`config.mk`:
```
export PLATFORM = sky130hd
export DESIGN_NAME = fetch
export DESIGN_NICKNAME = d
export VERILOG_FILES = /design/src/rtl/core_pkg.sv /design/src/rtl/fetch_pc_gen.sv /design/src/rtl/fetch.sv
export SDC_FILE = /design/constraint.sdc
export NUM_CORES = 1
export LEC_CHECK = 0
export CAP_MARGIN = 25
export CORE_MARGIN = 4
export CORE_UTILIZATION = 34
export CTS_BUF_LIST = sky130_fd_sc_hd__clkbuf_4 sky130_fd_sc_hd__clkbuf_8
export CTS_CLUSTER_SIZE = 25
export DETAILED_ROUTE_END_ITERATION = 8
export HOLD_SLACK_MARGIN = 0.05
export PLACE_DENSITY = 0.82
export SLEW_MARGIN = 20
export SYNTH_ARGS = -nofsm -noshare
export SYNTH_HDL_FRONTEND = slang
export SYNTH_SLANG_ARGS = --single-unit
```
`constraint.sdc`:
```
create_clock -name clk -period 2.2 [get_ports clk]
set_input_delay 0.44 -clock clk [delete_from_list [all_inputs] [get_ports clk]]
set_output_delay 0.44 -clock clk [all_outputs]
set_load 0.01 [all_outputs]
```
`src/rtl/core_pkg.sv`:
```
// -----------------------------------------------------------------------------
// core_pkg
// Core-wide constants shared by the front end.
//   XLEN        : architectural register / PC / instruction width
//   FETCH_WIDTH : instructions fetched per cycle
// -----------------------------------------------------------------------------
package core_pkg;

  localparam int XLEN        = 32;
  localparam int FETCH_WIDTH = 2;

endpackage : core_pkg

```
`src/rtl/fetch_pc_gen.sv`:
```
// -----------------------------------------------------------------------------
// fetch_pc_gen
// Program counter register and next-PC selection for the two-wide fetch stage.
// Priority: redirect > stall > fetch_en (advance by one pair) > hold.
//
// Ports
//   clk          in   core clock
//   reset        in   asynchronous active-low reset
//   fetch_en     in   permits the PC to advance
//   stall        in   decode back-pressure; PC holds
//   redirect_en  in   load redirect_pc
//   redirect_pc  in   redirect target (word aligned)
//   pc           out  current fetch PC
// -----------------------------------------------------------------------------
module fetch_pc_gen
  import core_pkg::*;
#(
  parameter int              PC_W     = XLEN,
  parameter logic [PC_W-1:0] RESET_PC = {PC_W{1'b0}}
) (
  input  logic            clk,
  input  logic            reset,
  input  logic            fetch_en,
  input  logic            stall,
  input  logic            redirect_en,
  input  logic [PC_W-1:0] redirect_pc,
  output logic [PC_W-1:0] pc
);

  // One pair of 4-byte words per fetch.
  localparam logic [PC_W-1:0] PAIR_STEP = PC_W'(4'd8);

  logic [PC_W-1:0] r_pc;
  logic [PC_W-1:0] w_pc_next;

  // Next-PC selection in priority order; the sum wraps modulo 2^PC_W.
  always_comb begin
    w_pc_next = r_pc;
    if (redirect_en) begin
      w_pc_next = redirect_pc;
    end else if (stall) begin
      w_pc_next = r_pc;
    end else if (fetch_en) begin
      w_pc_next = r_pc + PAIR_STEP;
    end else begin
      w_pc_next = r_pc;
    end
  end

  // PC register.
  always_ff @(posedge clk or negedge reset) begin
    if (!reset) begin
      r_pc <= RESET_PC;
    end else begin
      r_pc <= w_pc_next;
    end
  end

  assign pc = r_pc;

endmodule : fetch_pc_gen

```
`src/rtl/fetch.sv`:
```
// -----------------------------------------------------------------------------
// fetch
// Two-wide in-order instruction fetch stage. Issues PC and PC+4 to a dual-port
// synchronous instruction memory (1-cycle read latency) and presents the
// returned pair, with PCs and valid bits, to decode. Supports a global stall
// and a back-end redirect that squashes the in-flight request.
//
// Ports
//   clk            in   core clock, rising edge
//   reset          in   asynchronous active-low reset
//   fetch_en       in   permits new fetch requests
//   stall          in   decode cannot accept; hold PC and presented outputs
//   redirect_en    in   one-cycle pulse: load redirect_pc, squash in-flight
//   redirect_pc    in   redirect target (word aligned)
//   if_valid       out  per-slot valid (both slots always equal)
//   if_pc          out  per-slot PC (slot i = request PC + 4*i)
//   if_instr       out  per-slot instruction (straight from memory data)
//   imem_addr0     out  port 0 byte address (= PC)
//   imem_addr1     out  port 1 byte address (= PC + 4)
//   imem_ren       out  read enable for both ports
//   imem_rdata0/1  in   data for the previous cycle's addr0/addr1
// -----------------------------------------------------------------------------
module fetch
  import core_pkg::*;
#(
  parameter int                 FETCH_W  = FETCH_WIDTH,
  parameter int                 PC_W     = XLEN,
  parameter int                 INSTR_W  = XLEN,
  parameter logic [PC_W-1:0]    RESET_PC = {PC_W{1'b0}}
) (
  input  logic               clk,
  input  logic               reset,
  input  logic               fetch_en,
  input  logic               stall,
  input  logic               redirect_en,
  input  logic [PC_W-1:0]    redirect_pc,
  output logic [FETCH_W-1:0] if_valid,
  output logic [PC_W-1:0]    if_pc    [FETCH_W-1:0],
  output logic [INSTR_W-1:0] if_instr [FETCH_W-1:0],
  output logic [PC_W-1:0]    imem_addr0,
  output logic [PC_W-1:0]    imem_addr1,
  output logic               imem_ren,
  input  logic [INSTR_W-1:0] imem_rdata0,
  input  logic [INSTR_W-1:0] imem_rdata1
);

  localparam logic [PC_W-1:0] WORD_STEP = PC_W'(3'd4);

  logic [PC_W-1:0] w_pc;
  logic [PC_W-1:0] r_req_pc;
  logic            r_req_valid;

  fetch_pc_gen #(
    .PC_W     (PC_W),
    .RESET_PC (RESET_PC)
  ) u_pc_gen (
    .clk         (clk),
    .reset       (reset),
    .fetch_en    (fetch_en),
    .stall       (stall),
    .redirect_en (redirect_en),
    .redirect_pc (redirect_pc),
    .pc          (w_pc)
  );

  // Both ports address consecutive words of the current PC.
  assign imem_addr0 = w_pc;
  assign imem_addr1 = w_pc + WORD_STEP;

  // The memory only updates its data when ren is high, so keeping ren low
  // during stall/redirect/reset is what holds the presented instructions.
  assign imem_ren = reset & fetch_en & ~stall & ~redirect_en;

  // Outstanding-request tracking: redirect squashes, stall holds, fetch issues.
  always_ff @(posedge clk or negedge reset) begin
    if (!reset) begin
      r_req_pc    <= RESET_PC;
      r_req_valid <= 1'b0;
    end else if (redirect_en) begin
      r_req_pc    <= r_req_pc;
      r_req_valid <= 1'b0;
    end else if (stall) begin
      r_req_pc    <= r_req_pc;
      r_req_valid <= r_req_valid;
    end else if (fetch_en) begin
      r_req_pc    <= w_pc;
      r_req_valid <= 1'b1;
    end else begin
      r_req_pc    <= r_req_pc;
      r_req_valid <= 1'b0;
    end
  end

  // Slot valids and PCs derive from the single outstanding request.
  always_comb begin
    for (int i = 0; i < FETCH_W; i++) begin
      if_valid[i] = r_req_valid;
      if_pc[i]    = r_req_pc + PC_W'(32'(i) << 2);
    end
  end

  assign if_instr[0] = imem_rdata0;
  assign if_instr[1] = imem_rdata1;

endmodule : fetch

```
==> results.json <==
{
  "status": "finished with violations",
  "violations": "setup timing",
  "cts.clk_slew.worst_paths_ns": 0.07,
  "port_buffers": 167,
  "cp-end-kind": "output pin",
  "num_rows": 42,
  "ir_worst_vdd_uv": 264,
  "drtPass1Iterations": 5,
  "cts.htree.levels": 3,
  "synth-seq-area-share_pct": 35.2,
  "hold_viol_final": 0,
  "yosysWarnings": 0,
  "criticalPathCategory": "register to output pin",
  "antenna_cells": 0,
  "clock_sinks": 65,
  "cts_buffers": 9,
  "grt_max_degree": 66,
  "grt_pass1_wl_um": 26400,
  "boundaryPins": 296,
  "final_nets": 836,
  "drv_slew": 0,
  "netlist_area_um2": 4620,
  "dp_hpwl_um": 12800,
  "p_seq_share_pct": 33.4,
  "cts-root-buf": "clkbuf_8",
  "dieHeight_um": 125,
  "yosysUniqueCellTypes": 34,
  "area_delta_synth_final_pct": 62.4,
  "dieArea_um2": 15500,
  "maxCapViolCount": 0,
  "path_cells": "ha_4, nand2_4, or4_4, buf_12, nor3_4, xor2_2, buf_2",
  "instances_no_fill": 913,
  "track_usage_pct": 21.0,
  "initial_utilization_pct": 34.9,
  "whs_ns": 0.299,
  "clk_latency_ns": 0.33,
  "cp.required_ns": 1.76,
  "grt-ovfl-total": 0,
  "fin_crit_sh_pct": 116,
  "wl_per_cell_um": 19.1,
  "min_period_ns": 2.55,
  "drt.antenna.violating_nets": 0,
  "worstMarginPinSlew_ns": 0.830,
  "clkPwrFrac_pct": 19.2,
  "hold_buffers": 0,
  "startpoint_type": "register",
  "power_leakage_nw": 3.26,
  "synth_cells": 510,
  "avgSynthCellArea_um2": 9.05,
  "worst-path-buf-inv": 2,
  "max_freq_mhz": 393,
  "swShare_pct": 34.8,
  "critPathSlowestCell": "or4_4",
  "max_stage_delay_ns": 0.50,
  "setup_viol": 40,
  "core_region_area_um2": 13200,
  "drc_errors": 0,
  "crit_family": "simple AND/OR/NAND/NOR gates",
  "layout-drive-gt1-share_pct": 43.6,
  "min_path_type": "input pin to async pin",
  "max_slew_margin_pct": 44.7,
  "rsz0062_at_grt": "yes",
  "viasPerCell": 5.22,
  "wirelength_um": 17400,
  "power_density_nw_per_um2": 619,
  "worst_clock_skew_ns": 0.00330,
  "critical_path_arrival_ns": 2.11,
  "cts_tree": "built",
  "yosysTopAreaCell": "dfrtp_1",
  "synthTopCellsByArea": "dfrtp_1, buf_4, xnor2_1",
  "pre_cts_ws_ns": -0.529,
  "p_sw_mw": 1.61,
  "cp_max_fo": 7,
  "die_w_um": 125,
  "netlist.area_leader.share_pct": 35.2,
  "worst_slack_ns": -0.345,
  "comb_power_share_pct": 47.4,
  "intPower_mw": 3.03,
  "ys_ff_latch": 65,
  "cts_max_path_buffers": 2,
  "place_congestion": 0.861,
  "nFillCells": 1139,
  "dp_cells": 861,
  "antenna_found_initial": 0,
  "syn-num-nets": 614,
  "grt_pass1_vias": 4845,
  "dr.first_iter.drc_count": 381,
  "vias": 4766
}
flip-flops by register name, summed over array words and instances, names as in the netlist:
register     flops
r_req_pc        32
r_req_valid      1
u_pc_gen.pc     32
placed cells by master (no fill, tap or decap), drive strengths merged, types with 2 or more instances in the layout:
| master | instances |
|---|---|
| nand2 | 39 |
| and4 | 14 |
| nand4 | 19 |
| clkdlybuf4s50 | 108 |
| buf | 193 |
| nor3 | 10 |
| o211ai | 3 |
| dlymetal6s2s | 2 |
| nor2 | 25 |
| nor4 | 5 |
| mux2 | 32 |
| dfrtp | 65 |
| xnor2 | 45 |
| o21ai | 16 |
| a31oi | 13 |
| inv | 5 |
| or3 | 2 |
| clkinv | 4 |
| and3 | 7 |
| xor2 | 22 |
| clkbuf | 15 |
| and2 | 5 |
| or4 | 18 |
| nand3 | 39 |
| ha | 3 |
| dlygate4sd2 | 8 |
| o31ai | 12 |
logic make-up (layout without fill, tap and decap cells):
logic type               count (synthesis)  count (layout)  share of synthesized area, %
AND/OR/NAND/NOR                        187             187                          22.2
buffers and inverters                  109             336                          14.7
XOR/XNOR                                67              67                          12.7
flip-flops                              65              65                          35.2
AO/OA/AOI/OAI                           46              46                          6.26
multiplexers                            33              33                          8.02
adder cells (fa/ha/maj)                  3               3                         0.813
cell type report:
cell class | instances | area, um2 | area share, %
inverters | 5 | 18.8 | 0.250
well taps | 176 | 220 | 2.94
clock buffers | 12 | 146 | 1.95
repair buffers | 315 | 2660 | 35.5
clock inverters | 4 | 20.0 | 0.267
flip-flops and latches | 65 | 1630 | 21.8
multi-input cells | 336 | 2790 | 37.3
per-stage QoR:
stage | util [%] | cell area (um2) | power, mW | TNS (ns)
CTS | 53.8 | 7120 | 4.53 | -4.89
floorplan | - | 4730 | 2.47 | -0.0216
global placement | 51.2 | 6780 | 3.65 | -7.81
detailed placement | 51.2 | 6780 | 3.71 | -9.94
finish | 56.6 | 7490 | 4.64 | -6.50
global route | 56.6 | 7490 | 4.89 | -10.57
routing by layer:
layer,vias to the layer above,wire length (um),global-route usage [%]
met2,209,8580,35.0
met3,43,1100,5.57
met4,0,444,7.54
li1,2172,-,-
met1,2342,7300,26.3
met5,-,0,0
worst register-to-register path: stages (launching register included):
cell,delay [ns]
dfrtp_2,0.41
buf_6,0.12
buf_4,0.11
buf_6,0.10
nand4b_1,0.21
or4_4,0.55
or4_1,0.42
a31oi_1,0.19
power by group through the flow:
stage / Sequential [mW] / Clock (mW) / Combinational [mW]
2_1_floorplan: 1.72 / 0 / 0.753
3_3_place_gp: 1.54 / 0 / 2.11
3_5_place_dp: 1.56 / 0 / 2.15
4_1_cts: 1.54 / 0.909 / 2.08
5_1_grt: 1.57 / 0.977 / 2.34
6_report: 1.55 / 0.891 / 2.20
synthesized netlist by cell type:
library cell,count
nor4_2,1
nor3_1,10
a31oi_1,13
nor2_1,25
and3_1,7
nor2b_1,1
a21oi_1,1
nand3_1,39
nand3b_1,1
and2_1,5
xor2_1,22
and4_1,14
o211ai_1,3
dfrtp_1,65
a311o_1,1
nor4_1,4
clkbuf_1,24
mux2_2,32
o31ai_1,12
nand4_1,18
nand2_1,39
buf_4,70
o21ai_0,16
buf_2,7
nand4b_1,1
nand4_2,1
ha_1,3
buf_1,3
or4_1,18
or3_1,2
mux2i_1,1
xnor2_1,45
inv_1,5
and3b_1,1
final timing paths:
kind	to	slack, ns	start	cells after the start
min in group clk	r_req_pc[9]$_DFFE_PN0P_	0.54	r_req_pc[9]$_DFFE_PN0P_	1
worst max register to register	u_pc_gen.pc[24]$_DFFE_PN0N_	0.03	u_pc_gen.pc[3]$_DFFE_PN0N_	7
worst max-delay path	imem_addr1[30]	-0.35	u_pc_gen.pc[3]$_DFFE_PN0N_	7
max in group asynchronous	u_pc_gen.pc[22]$_DFFE_PN0N_	1.32	reset	2
worst min-delay path	u_pc_gen.pc[4]$_DFFE_PN0N_	0.30	reset	2
worst min register to register	r_req_pc[9]$_DFFE_PN0P_	0.54	r_req_pc[9]$_DFFE_PN0P_	1
repair_timing:
item,4_1_cts,5_1_grt
buffers inserted,20,18
pin swaps,34,49
endpoints found under the setup margin,56,52
cloned,2,0
gates resized for setup,239,80
No activity file was read; power rests on OpenSTA's default activity.
==> edit: new RTL, config.mk and constraints unchanged <==
Reset style: synchronous (`reset`), changed in 2 clocked blocks. Comments in the files are not updated.
--- a/src/rtl/fetch_pc_gen.sv
+++ b/src/rtl/fetch_pc_gen.sv
@@ -50,3 +50,3 @@
   // PC register.
-  always_ff @(posedge clk or negedge reset) begin
+  always_ff @(posedge clk) begin
     if (!reset) begin
--- a/src/rtl/fetch.sv
+++ b/src/rtl/fetch.sv
@@ -74,3 +74,3 @@
   // Outstanding-request tracking: redirect squashes, stall holds, fetch issues.
-  always_ff @(posedge clk or negedge reset) begin
+  always_ff @(posedge clk) begin
     if (!reset) begin
Function: differs if reset is asserted again (counterexample within 4 cycles, from zero or initial values and one cycle with reset low); with reset held inactive, the same outputs for 4 cycles.
==> edit against the original RTL <==
  * The run still ends with negative setup slack left
  * Critical path depth stayed put
  * Die area is 3.2% lower
  * Final area is 0.43% lower
  * Global-route usage is 2.1 points higher
  * Register-to-register slack better by 0.08 ns
  * Clock skew is 0.0078 ns higher
  * Routed wire length is 5.9% higher
  * Synthesized area is 3.4% lower
  * Hold slack better by 0.18 ns
  * Sequential cell count stayed put
  * Worst setup slack better by 0.22 ns
  * Largest cell class unchanged
  * Highest routed layer unchanged
Power is not compared: it rests on default switching activity, and its combinational part moved more than twofold at a synthesized area within 25%.
==> edit: results (changes against the original RTL) <==
status complete, but fails checks; failing checks negative setup slack; EDFF count, synth 0 (unchanged); Worst Hold Class reg -> reg; arrival time worst endpoint 1.88 ns (-0.23 ns); Clock Tree Buf Depth 2 (unchanged); GRT Total Usage 0.2319 (+0.02142); Netlist cell types 46 (+35%); Post-synth top cells nand2_1 (88), buf_4 (70), dfxtp_1 (65); GP Congestion 0.9308 (+8.1%); sequential area share after synthesis 0.2918 (-0.06059); cts bufs inserted 9 (unchanged); antenna cells 0 (unchanged); Layout fillers 1132 (-0.61%); Cells after Synth 592 (+16%); CP max stage delay 0.36 ns (-0.14 ns); prevailing post-synth register cell dfxtp_1; first-pass GRT wire length 27520 microns (+4.2%); DP HPWL 13230 microns (+3.7%); largest net degree at the start of global routing 52 (-21%); Final Worst Setup Slack -0.1240 ns (+0.2212 ns); Final setup viols 29 (-28%); asr flop ratio synth 0 (-1.000); Final TNS setup -2.017 ns (+4.483 ns); total number of vias 5282 (+11%); initial antenna violation count 0 (unchanged); layout cells sized above 1 0.3978 (-0.03773); Syn Nets 696 (+13%); final wirelength 18460 microns (+5.9%); H-tree depth 3 (unchanged); Setup WS pre-CTS -0.3090 ns (+0.2197 ns); iteration-0 DRC count of the detailed router 341 (-10%); slowest stage cell on the critical path dfxtp_2; clock latency on the worst-skew pair 0.35 ns (+0.02 ns); Final #Nets 926 (+11%); Synth area leaders dfxtp_1 (29%), buf_4 (12%), xnor2_1 (7.5%); Clock Skew 0.01115 ns (+0.007844 ns); vias in the first global route 5206 (+7.5%); Slew headroom 0.6445 (+0.1977); Leakage around 3.1 nW; crit-path max FO 3 (-4)
[edit: changes by cell type after synthesis, sizes merged, moves of 8 or more]
cell | unedited run | this run
nor4 | 5 | 13
nand3 | 39 | 25
a21oi | 1 | 42
dfxtp | 0 | 65
xor2 | 22 | 30
mux2 | 32 | 0
or4 | 18 | 7
o31ai | 12 | 4
clkbuf | 24 | 32
o21ai | 16 | 27
dfrtp | 65 | 0
nand2 | 39 | 88
[edit: timing repair]
action | CTS | global route
setup endpoints to repair | 55 | 47
resized for setup | 288 | 59
setup buffers | 20 | 18
pin swaps | 42 | 33
gates cloned | 0 | 0
[edit: final timing paths]
check	cells past startpoint	start	to	slack [ns]
worst min-delay path	2	r_req_pc[1]	r_req_pc[1]	0.47
worst min register to register	2	r_req_pc[1]	r_req_pc[1]	0.47
worst max-delay path	7	r_req_pc[24]	if_pc[62]	-0.12
worst max register to register	7	u_pc_gen.pc[3]	u_pc_gen.pc[16]	0.11
[edit: stage by stage]
| stage | std cells | area [sq um] |
|---|---|---|
| 6_report | 999 | 7462 |
| 5_1_grt | 999 | 7462 |
| 4_1_cts | 982 | 7176 |
| 3_5_place_dp | 946 | 6621 |
| 3_3_place_gp | 946 | 6621 |
| 2_1_floorplan | 592 | 4459 |
[edit: layer usage]
metal / part of all wire / vias up / global-route usage
met4: 0.036 / 0 / 0.1071
met2: 0.49 / 285 / 0.3868
li1: - / 2444 / -
met1: 0.39 / 2494 / 0.2773
met3: 0.084 / 59 / 0.06313
met5: 0 / - / 0
[edit: report_power, final]
part | switching [mW] | internal [mW] | total (mW)
Sequential | 0.0532 | 1.23 | 1.29
Clock | 0.516 | 0.533 | 1.05
Combinational | 0.367 | 0.386 | 0.753
Total | 0.936 | 2.15 | 3.09
[edit: final cells by class]
type                       count  area, sq um  area share
timing repair buffer         331         2785      0.3732
clock inverter                 7        77.57     0.01040
sequential                    65         1354      0.1814
multi-input combinational    408         2880      0.3860
clock buffer                   9        123.9     0.01660
inverter                       7        26.28    0.003521
tap                          172        215.2     0.02884
[edit: worst reg2reg max path: stages (launching register included)]
cell	delay (ns)
dfxtp_4	0.37
buf_6	0.11
buf_4	0.10
buf_4	0.10
nand4b_1	0.25
or2_2	0.45
or4_1	0.47
a31oi_1	0.17
[edit: logic make-up after synthesis]
group	count (synthesis)	synth area share
compound gates	96	0.1221
simple gates	235	0.2688
fa+ha+maj	3	0.008418
mux	6	0.01347
buf+inv	119	0.1619
xor+xnor	68	0.1336
flops	65	0.2918
